## config.mk

```make
export PLATFORM = sky130hd
export DESIGN_NAME = pipe_hazard_ctrl
export DESIGN_NICKNAME = d
export VERILOG_FILES = /design/src/rtl/hazard_pkg.sv /design/src/rtl/hazard_mdu_watchdog.sv /design/src/rtl/pipe_hazard_ctrl.sv
export SDC_FILE = /design/constraint.sdc
export NUM_CORES = 1
export LEC_CHECK = 0
export BUFFER_PORTS_ARGS = -buffer_cell sky130_fd_sc_hd__buf_2
export CAP_MARGIN = 20
export CORE_MARGIN = 3
export CORE_UTILIZATION = 30
export DETAILED_ROUTE_END_ITERATION = 12
export GPL_TIMING_DRIVEN = 0
export SETUP_SLACK_MARGIN = 0.3
export SYNTH_ARGS = -nofsm -noshare
export SYNTH_HDL_FRONTEND = slang
export SYNTH_HIERARCHICAL = 1
export SYNTH_SLANG_ARGS = --single-unit
export TNS_END_PERCENT = 5
```

## constraint.sdc

```tcl
create_clock -name clk -period 2.1 [get_ports clk]
set_input_delay 0.105 -clock clk [delete_from_list [all_inputs] [get_ports clk]]
set_output_delay 0.105 -clock clk [all_outputs]
set_load 0.05 [all_outputs]
```

## src/rtl/hazard_pkg.sv

```systemverilog
// Shared encodings for the pipeline hazard controller: FSM state codes,
// writeback-select values and register index width.
package hazard_pkg;

    localparam int REG_IDX_W = 5;

    localparam logic [1:0] ST_RUN      = 2'd0;
    localparam logic [1:0] ST_MDU_WAIT = 2'd1;
    localparam logic [1:0] ST_PAUSED   = 2'd2;
    localparam logic [1:0] ST_STEP     = 2'd3;

    localparam logic [1:0] WD_SEL_LOAD = 2'b01;

    // A read port hits a pending load destination (x0 never hazards).
    function automatic logic src_hit(
        input logic                 re,
        input logic [REG_IDX_W-1:0] ra,
        input logic [REG_IDX_W-1:0] wa
    );
        return re && (ra == wa) && (wa != '0);
    endfunction

endpackage

```

## src/rtl/hazard_mdu_watchdog.sv

```systemverilog
// MDU watchdog: counts MDU_WAIT cycles, flags a timeout on the last allowed
// cycle and keeps a sticky error until reset.
module hazard_mdu_watchdog #(
    parameter int MDU_TIMEOUT = 64,
    parameter int TO_W        = 7
) (
    input  logic clk,
    input  logic rstn,
    input  logic clr,
    input  logic in_wait,
    input  logic done,
    output logic timeout,
    output logic mdu_err
);

    localparam logic [TO_W-1:0] LIMIT = TO_W'(MDU_TIMEOUT - 1);

    logic [TO_W-1:0] cnt;

    assign timeout = in_wait && !done && (cnt == LIMIT);

    always_ff @(posedge clk or negedge rstn) begin
        if (!rstn) begin
            cnt <= '0;
        end else if (clr) begin
            cnt <= '0;
        end else if (in_wait && !done && !timeout) begin
            cnt <= cnt + TO_W'(1);
        end
    end

    always_ff @(posedge clk or negedge rstn) begin
        if (!rstn) begin
            mdu_err <= 1'b0;
        end else if (timeout) begin
            mdu_err <= 1'b1;
        end
    end

endmodule

```

## src/rtl/pipe_hazard_ctrl.sv

```systemverilog
// Stall/flush scheduler for the 5-stage pipeline: load-use bubbles, EX jump
// flushes, multi-cycle MDU waits and debug pause/step.
// Optional perf counters are enabled with `define HAZARD_PERF_CNT_EN.
//
// state     | meaning
// ----------+-----------------------------------------------------------
// RUN       | normal flow; jump flush / load-use bubble applied
// MDU_WAIT  | whole pipe held, MEM/WB bubbled until mdu_done or timeout
// PAUSED    | debug pause, all four stalls held
// STEP      | one RUN-rules cycle, then back to PAUSED
module pipe_hazard_ctrl
    import hazard_pkg::*;
#(
    parameter int MDU_TIMEOUT = 64,
    parameter int TO_W        = 7
) (
    input  logic                 clk,
    input  logic                 rstn,
    input  logic [REG_IDX_W-1:0] rf_ra0_id,
    input  logic [REG_IDX_W-1:0] rf_ra1_id,
    input  logic                 rf_re0_id,
    input  logic                 rf_re1_id,
    input  logic [REG_IDX_W-1:0] rf_wa_ex,
    input  logic                 rf_we_ex,
    input  logic [1:0]           rf_wd_sel_ex,
    input  logic                 jump_ex,
    input  logic                 mdu_start_ex,
    input  logic                 mdu_done,
    input  logic                 dbg_run,
    input  logic                 dbg_step,
    output logic                 stall_pc,
    output logic                 stall_if_id,
    output logic                 stall_id_ex,
    output logic                 stall_ex_mem,
    output logic                 flush_if_id,
    output logic                 flush_id_ex,
    output logic                 flush_mem_wb,
    output logic                 mdu_err,
`ifdef HAZARD_PERF_CNT_EN
    output logic [31:0]          lu_stall_cnt,
    output logic [31:0]          flush_cnt,
    output logic [31:0]          mdu_stall_cnt,
`endif
    output logic [1:0]           ctrl_state
);

    logic [1:0] state;
    logic [1:0] state_nxt;
    logic       lu;
    logic       run_rules;
    logic       mdu_go;
    logic       wd_clr;
    logic       wd_timeout;

    assign lu = rf_we_ex && (rf_wd_sel_ex == WD_SEL_LOAD) &&
                (src_hit(rf_re0_id, rf_ra0_id, rf_wa_ex) ||
                 src_hit(rf_re1_id, rf_ra1_id, rf_wa_ex));

    assign run_rules = (state == ST_RUN) || (state == ST_STEP);

    // A jump in the same cycle squashes the MDU start; a same-cycle done needs no wait.
    assign mdu_go = mdu_start_ex && !mdu_done && !jump_ex;

    assign ctrl_state = state;

    always_ff @(posedge clk or negedge rstn) begin
        if (!rstn) begin
            state <= ST_RUN;
        end else begin
            state <= state_nxt;
        end
    end

    always_comb begin
        state_nxt = state;
        wd_clr    = 1'b0;
        case (state)
            ST_RUN, ST_STEP: begin
                if (mdu_go) begin
                    state_nxt = ST_MDU_WAIT;
                    wd_clr    = 1'b1;
                end else if (state == ST_STEP || !dbg_run) begin
                    state_nxt = ST_PAUSED;
                end
            end
            ST_MDU_WAIT: begin
                if (mdu_done) begin
                    state_nxt = dbg_run ? ST_RUN : ST_PAUSED;
                end else if (wd_timeout) begin
                    state_nxt = ST_RUN;
                end
            end
            ST_PAUSED: begin
                if (dbg_run) begin
                    state_nxt = ST_RUN;
                end else if (dbg_step) begin
                    state_nxt = ST_STEP;
                end
            end
            default: state_nxt = ST_RUN;
        endcase
    end

    // Outputs are forced quiet while reset is held, whatever the ID/EX inputs show.
    always_comb begin
        stall_pc     = 1'b0;
        stall_if_id  = 1'b0;
        stall_id_ex  = 1'b0;
        stall_ex_mem = 1'b0;
        flush_if_id  = 1'b0;
        flush_id_ex  = 1'b0;
        flush_mem_wb = 1'b0;
        if (rstn) begin
            case (state)
                ST_RUN, ST_STEP: begin
                    if (jump_ex) begin
                        flush_if_id = 1'b1;
                        flush_id_ex = 1'b1;
                    end else if (lu) begin
                        stall_pc    = 1'b1;
                        stall_if_id = 1'b1;
                        flush_id_ex = 1'b1;
                    end
                end
                ST_MDU_WAIT: begin
                    if (!mdu_done) begin
                        stall_pc     = 1'b1;
                        stall_if_id  = 1'b1;
                        stall_id_ex  = 1'b1;
                        stall_ex_mem = 1'b1;
                        flush_mem_wb = 1'b1;
                    end
                end
                ST_PAUSED: begin
                    stall_pc     = 1'b1;
                    stall_if_id  = 1'b1;
                    stall_id_ex  = 1'b1;
                    stall_ex_mem = 1'b1;
                end
                default: ;
            endcase
        end
    end

    hazard_mdu_watchdog #(
        .MDU_TIMEOUT (MDU_TIMEOUT),
        .TO_W        (TO_W)
    ) u_watchdog (
        .clk     (clk),
        .rstn    (rstn),
        .clr     (wd_clr),
        .in_wait (state == ST_MDU_WAIT),
        .done    (mdu_done),
        .timeout (wd_timeout),
        .mdu_err (mdu_err)
    );

`ifdef HAZARD_PERF_CNT_EN
    always_ff @(posedge clk or negedge rstn) begin
        if (!rstn) begin
            lu_stall_cnt  <= '0;
            flush_cnt     <= '0;
            mdu_stall_cnt <= '0;
        end else begin
            if (run_rules && !jump_ex && lu) begin
                lu_stall_cnt <= lu_stall_cnt + 32'd1;
            end
            if (run_rules && jump_ex) begin
                flush_cnt <= flush_cnt + 32'd1;
            end
            if (state == ST_MDU_WAIT) begin
                mdu_stall_cnt <= mdu_stall_cnt + 32'd1;
            end
        end
    end
`endif

endmodule

```

==> out/qor.txt, run 1 <==
Mapped Area -> 901 um^2
RSZ-0062 raised after global routing -> true
maximum fanout along the worst path -> 4
fin cells -> 168
Area Overhead vs Synth -> 38.6%
worst path cell trace -> ha_4 -> nand4_1 -> nor2_1 -> o21ai_2 -> o32ai_4 -> buf_6 -> buf_8
Worst Path Required -> 2.00 ns
Final Hold Violating Endpoints -> 0
relative slew slack -> 67.4%
IO Count -> 37
Startpoint Class -> flip-flop
Post-Synthesis Cells -> 92
distinct cell type count after synthesis -> 44
Clock Skew -> 0.00970 ns
Tmin final -> 1.97 ns
Worst Max-Slew Pin Slew -> 0.488 ns
die width -> 60.8 um
Cell Pwr Density -> 1130 nW/um^2
drt total wl -> 2120 um
I/O Buffers -> 36
register area share after synthesis -> 27.8%
VDD IR max -> 0.408 mV
H-tree Lvls -> 1
net load switching power -> 656 uW
nature of the critical path endpoint -> output port
drt wl/cell -> 12.6 um
#FFs+latches synth -> 10
Antenna Nets Post-Route -> 0
Rows -> 19
fin nets -> 169
number of flops mapped to enable cells by yosys -> 0
overall routing resource usage -> 12.9%
CP delay by family, top -> flip-flops
Internal Power -> 759 uW
slowest cell on the critical path -> dfrtp_2
share of cells above drive strength 1 -> 46.7%
Max-Cap Viols -> 0
Congestion Overflow GR -> 0
Worst EP arrival -> 1.86 ns
final period utilization -> 93.6%
# DRC -> 0
switching share of total power -> 46.3%
DRT Pass-1 Iters -> 4
Max clock buf depth -> 2
Top FF cell, synth -> dfrtp_1
CTS tree -> built
Comb pwr share -> 67.8%
first-pass GRT wire length -> 3630 um
Final Slew Violations -> 0
Clock Latency Late Sink -> 0.27 ns
CP peak stage delay -> 0.45 ns
worst slack, placed -> 0.204 ns
CTS buffer count -> 3
final setup vio count -> 0
worst hold margin -> 0.222 ns
Starting Density -> 32.1%
Seq pwr share -> 22.4%
Vias -> 848
asr flop ratio synth -> 100%
1st-iter DRT viols -> 53
Synth warnings -> 6
initial antenna violation count -> 0
Max Freq -> 509 MHz
Die H -> 60.8 um
core area -> 2810 um^2
Routability Congestion -> 0.758
antenna cells -> 0
post-route total power -> 1410 uW
Clk Tree Root Cell -> clkbuf_4
Final HPWL DP -> 1690 um
vias per cell -> 5.05
vias in the first global route -> 851
min setup slack post-route -> 0.135 ns
Syn Area/Cell -> 9.79 um^2
Syn Nets -> 123
Cells after DPL -> 159
CP Buf/Inv Count -> 2
largest net degree at the start of global routing -> 11
Clock Power Share -> 9.8%
outcome -> complete, no violations
clk sinks -> 10
crit path kind -> reg2out
die area -> 3700 um^2
fin util -> 44.5%
P_leak -> 0.000590 uW
Hold/Removal Path Class -> in2reg
clk slew on worst S/H paths -> 0.07 ns
## registers in the layout, summed over array words and instances, names as in the netlist
signal / flops
u_watchdog/cnt: 7
ctrl_state: 2
u_watchdog/mdu_err: 1
## power by group through the flow
stage                     clock network [uW]  registers, uW  logic (uW)
after floorplan                            0            373         596
after global placement                     0            317         822
after detailed placement                   0            318         831
after CTS                                145            314         936
after global routing                     155            325        1050
final                                    138            317         960
## metal layers
layer  wire length, um  vias to the layer above  share of wire, %  track usage (%)
met5                 0                        -                 0                0
met4                10                        0              0.47             3.10
met3               107                        2               5.1             3.40
met2              1120                       22                53             23.2
met1               877                      404                41             15.1
li1                  -                      420                 -                -
## synthesized netlist by cell type, types with 2 or more instances
library cell | count | area (um^2)
nor3_1 | 2 | 10.0
nand2b_1 | 5 | 31.3
ha_1 | 4 | 50.1
nor2_1 | 6 | 22.5
and3_1 | 2 | 12.5
dfrtp_1 | 10 | 250
nand2_1 | 2 | 7.51
nor2b_1 | 3 | 18.8
xnor2_1 | 2 | 17.5
inv_1 | 6 | 22.5
or2_1 | 2 | 12.5
a21oi_1 | 6 | 30.0
mux2_4 | 2 | 30.0
a21oi_4 | 2 | 32.5
xor2_1 | 8 | 70.1
buf_4 | 2 | 15.0
## area by class of cell
| type | instances | area, um^2 |
|---|---|---|
| buffer | 4 | 37.5 |
| clock buffer | 4 | 26.3 |
| fill | 276 | 1560 |
| inverter | 6 | 22.5 |
| multi-input combinational | 72 | 624 |
| sequential | 10 | 253 |
| tap | 31 | 38.8 |
| timing repair buffer | 41 | 246 |
## per-stage QoR
step | TNS, ns | cell area, um^2
global placement | 0 | 1150
CTS | 0 | 1230
detailed placement | 0 | 1150
floorplan | 0 | 933
global route | -0.00393 | 1250
finish | 0 | 1250
## path summary, 6_finish.rpt
kind                                          from  slack (ns)                 end  depth (start not counted)
worst min register to register  u_watchdog/mdu_err        0.47  u_watchdog/mdu_err                          1
worst max-delay path                 ctrl_state[1]        0.13            stall_pc                          7
worst min-delay path                       dbg_run        0.22       ctrl_state[1]                          3
min in group asynchronous                     rstn        0.38   u_watchdog/cnt[0]                          2
max in group asynchronous                     rstn        1.37       ctrl_state[0]                          2
worst max register to register       ctrl_state[1]        0.21       ctrl_state[1]                          8
## cells in the final DEF, fill, tap and decap left out, types with 2 or more instances in the layout
cell type / n
a21oi_1: 6
a21oi_4: 2
and3_1: 2
buf_2: 30
buf_4: 7
buf_6: 3
clkbuf_4: 6
dfrtp_1: 8
dfrtp_2: 2
ha_1: 3
inv_1: 5
mux2_4: 2
nand2_1: 2
nand2b_1: 5
nor2_1: 5
nor2b_1: 3
nor3_1: 2
or2_1: 2
xnor2_1: 2
xor2_1: 8
## what timing repair did
action | in CTS | in global routing
hold buffers | 1 | 0
endpoints found under the hold margin | 10 | 0
buffers inserted | 4 | 0
endpoints found under the setup margin | 9 | 12
pin swaps | 3 | 0
gates resized for setup | 4 | 10
## kinds of logic after synthesis
group / Yosys count / share of synthesized area, %
buffers and inverters: 10 / 5.83
DFF: 10 / 27.8
AOI/OAI and AO/OA: 20 / 20.1
muxes: 3 / 4.44
xor gates and xnor gates: 10 / 9.72
and+or+nand+nor: 35 / 26.5
adders and majority gates: 4 / 5.56
## tightest hold or removal path, stage by stage
cell and delay, ns:
buf_2 0.10, nor3_1 0.06, o22a_1 0.19
(Power assumes the default switching activity.)
==> inputs of run 2 (changes only) <==
Settings changed: CORE_MARGIN 3 to 4.
Clock period 2.1 ns to 2.16 ns, I/O delays scaled along.
==> out/qor.txt, run 2 (same netlist as run 1, synthesis figures left out) <==
outcome -> complete, no violations
# DRC -> 0 (unchanged)
drt wl/cell -> 13.2 um (+4.5%)
hold_sp -> dbg_run
antenna cells -> 0 (unchanged)
Final Slew Violations -> 0 (unchanged)
Die H -> 62.8 um (+3.3%)
RR Endpoint -> ctrl_state[1]
met3 wire len -> 100 um (-6.5%)
relative slew slack -> 65.3% (-2.0 points)
Reg with most FFs -> u_watchdog/cnt
final period utilization -> 89.3%
Clock Latency Late Sink -> 0.27 ns (about the same)
Cell Pwr Density -> 1090 nW/um^2 (-3.7%)
commonest non-fill, non-tap cell in the layout -> buf_2
fin nets -> 168 (-0.59%)
I/O Buffers -> 36 (unchanged)
Hold EP -> ctrl_state[1]
vias in the first global route -> 922 (+8.3%)
share of cells above drive strength 1 -> 48.5% (+1.8 points)
WL met2 -> 1130 um (+0.62%)
first-pass GRT wire length -> 4020 um (+11%)
reg2reg start -> ctrl_state[1]
die width -> 62.8 um (+3.3%)
Worst Path Required -> 2.05 ns (+0.05 ns)
IO Count -> 37 (unchanged)
final setup vio count -> 0 (unchanged)
Congestion Overflow GR -> 0 (unchanged)
nature of the critical path endpoint -> output port
most frequent cells in the layout -> 33 x buf_2, 8 x xor2_1, 8 x dfrtp_1
overall routing resource usage -> 12.1% (-0.71 points)
drt total wl -> 2200 um (+3.9%)
DR top layer -> met3
crit path kind -> reg2out
R2R setup slack -> 0.34 ns (+0.13 ns)
WHS Path Cells -> 3 (unchanged)
Antenna Nets Post-Route -> 0 (unchanged)
Setup TNS -> 0 ns (unchanged)
initial antenna violation count -> 0 (unchanged)
Area Overhead vs Synth -> 38.9%
H-tree Lvls -> 1 (unchanged)
core area -> 2810 um^2 (unchanged)
die area -> 3940 um^2 (+6.7%)
Max-Cap Viols -> 0 (unchanged)
largest net degree at the start of global routing -> 11 (unchanged)
worst-case reg-to-reg path depth -> 8 (unchanged)
Worst Max-Slew Pin Slew -> 0.518 ns (+0.0305 ns)
DRT Pass-1 Iters -> 4 (unchanged)
Tmin final -> 1.93 ns
Max Freq -> 519 MHz
Rows -> 19 (unchanged)
VDD IR max -> 0.344 mV (-15%)
Final Hold Violating Endpoints -> 0 (unchanged)
number of fill cells in the layout -> 278 (+0.72%)
maximum fanout along the worst path -> 3 (-1)
RSZ-0062 raised after global routing -> true
P_leak -> 0.000591 uW (+0.13%)
Worst EP arrival -> 1.82 ns (-0.04 ns)
Routability Congestion -> 0.796 (+5.0%)
clk sinks -> 10 (unchanged)
Starting Density -> 32.1% (unchanged)
Startpoint Class -> flip-flop
Final HPWL DP -> 1700 um (+0.60%)
Vias -> 847 (-0.12%)
Hold/Removal Path Class -> in2reg
max reg flops -> 7 (unchanged)
final instance area -> 1250 um^2 (+0.20%)
CTS tree -> built
Post-DP Area -> 1150 um^2 (unchanged)
vias per cell -> 5.07 (+0.48%)
Clock Skew -> 0.00249 ns (-0.00722 ns)
CTS buffer count -> 3 (unchanged)
Max clock buf depth -> 2 (unchanged)
worst slack, placed -> 0.268 ns (+0.0640 ns)
min setup slack post-route -> 0.232 ns (+0.0970 ns)
Clk Tree Root Cell -> clkbuf_4
1st-iter DRT viols -> 25 (-53%)
Met1 Wirelength -> 969 um (+10%)
clk slew on worst S/H paths -> 0.07 ns (about the same)
==> run 2: power by group <==
| part | switching [uW] | internal (uW) |
|---|---|---|
| Clock | 72.5 | 102 |
| Sequential | 54.9 | 244 |
| Combinational | 506 | 386 |
==> run 2: metal layers <==
layer | up-vias | track usage, %
li1 | 418 | -
met1 | 412 | 14.7
met2 | 17 | 20.9
met3 | 0 | 3.78
met4 | 0 | 2.75
met5 | - | 0
==> run 2: worst max-delay path by stage <==
stage                   from             to  slack (ns)
3_3_place_gp   ctrl_state[1]  ctrl_state[1]        0.28
6_report       ctrl_state[1]       stall_pc        0.23
3_5_place_dp   ctrl_state[1]  ctrl_state[1]        0.27
5_1_grt        ctrl_state[1]  ctrl_state[1]        0.14
2_1_floorplan  ctrl_state[0]       stall_pc        0.06
4_1_cts        ctrl_state[1]       stall_pc        0.21
==> run 2: layout make-up <==
class	instances	area, um^2	share of cell area, %
multi-input combinational	72	638	51.0
tap	31	38.8	3.10
sequential	10	253	20.2
inverter	6	22.5	1.80
buffer	4	35.0	2.80
timing repair buffer	40	228	18.2
clock buffer	4	36.3	2.90
==> run 2: per-stage QoR <==
step | hold WS (ns) | util, % | instances | power [uW]
after floorplan | -0.188 | - | 92 | 942
after global routing | 0.230 | 44.6 | 167 | 1480
final | 0.224 | 44.6 | 167 | 1370
after global placement | 0.00862 | 41.1 | 159 | 1110
after CTS | 0.203 | 44.1 | 167 | 1380
after detailed placement | 0.0163 | 41.1 | 159 | 1110
==> run 2: critical path: stages, from the launching register on <==
cell and delay [ns]:
dfrtp_2 0.44, ha_4 0.28, nand4_1 0.07, nor2_1 0.11
o21ai_2 0.09, o32ai_4 0.29, buf_6 0.14, buf_8 0.13
==> run 2: repair_timing <==
item / CTS / global route
pin swaps: 3 / 3
hold buffers: 1 / 0
resized for setup: 5 / 5
setup buffers: 3 / 0
endpoints found under the hold margin: 10 / 0
setup endpoints to repair: 6 / 11
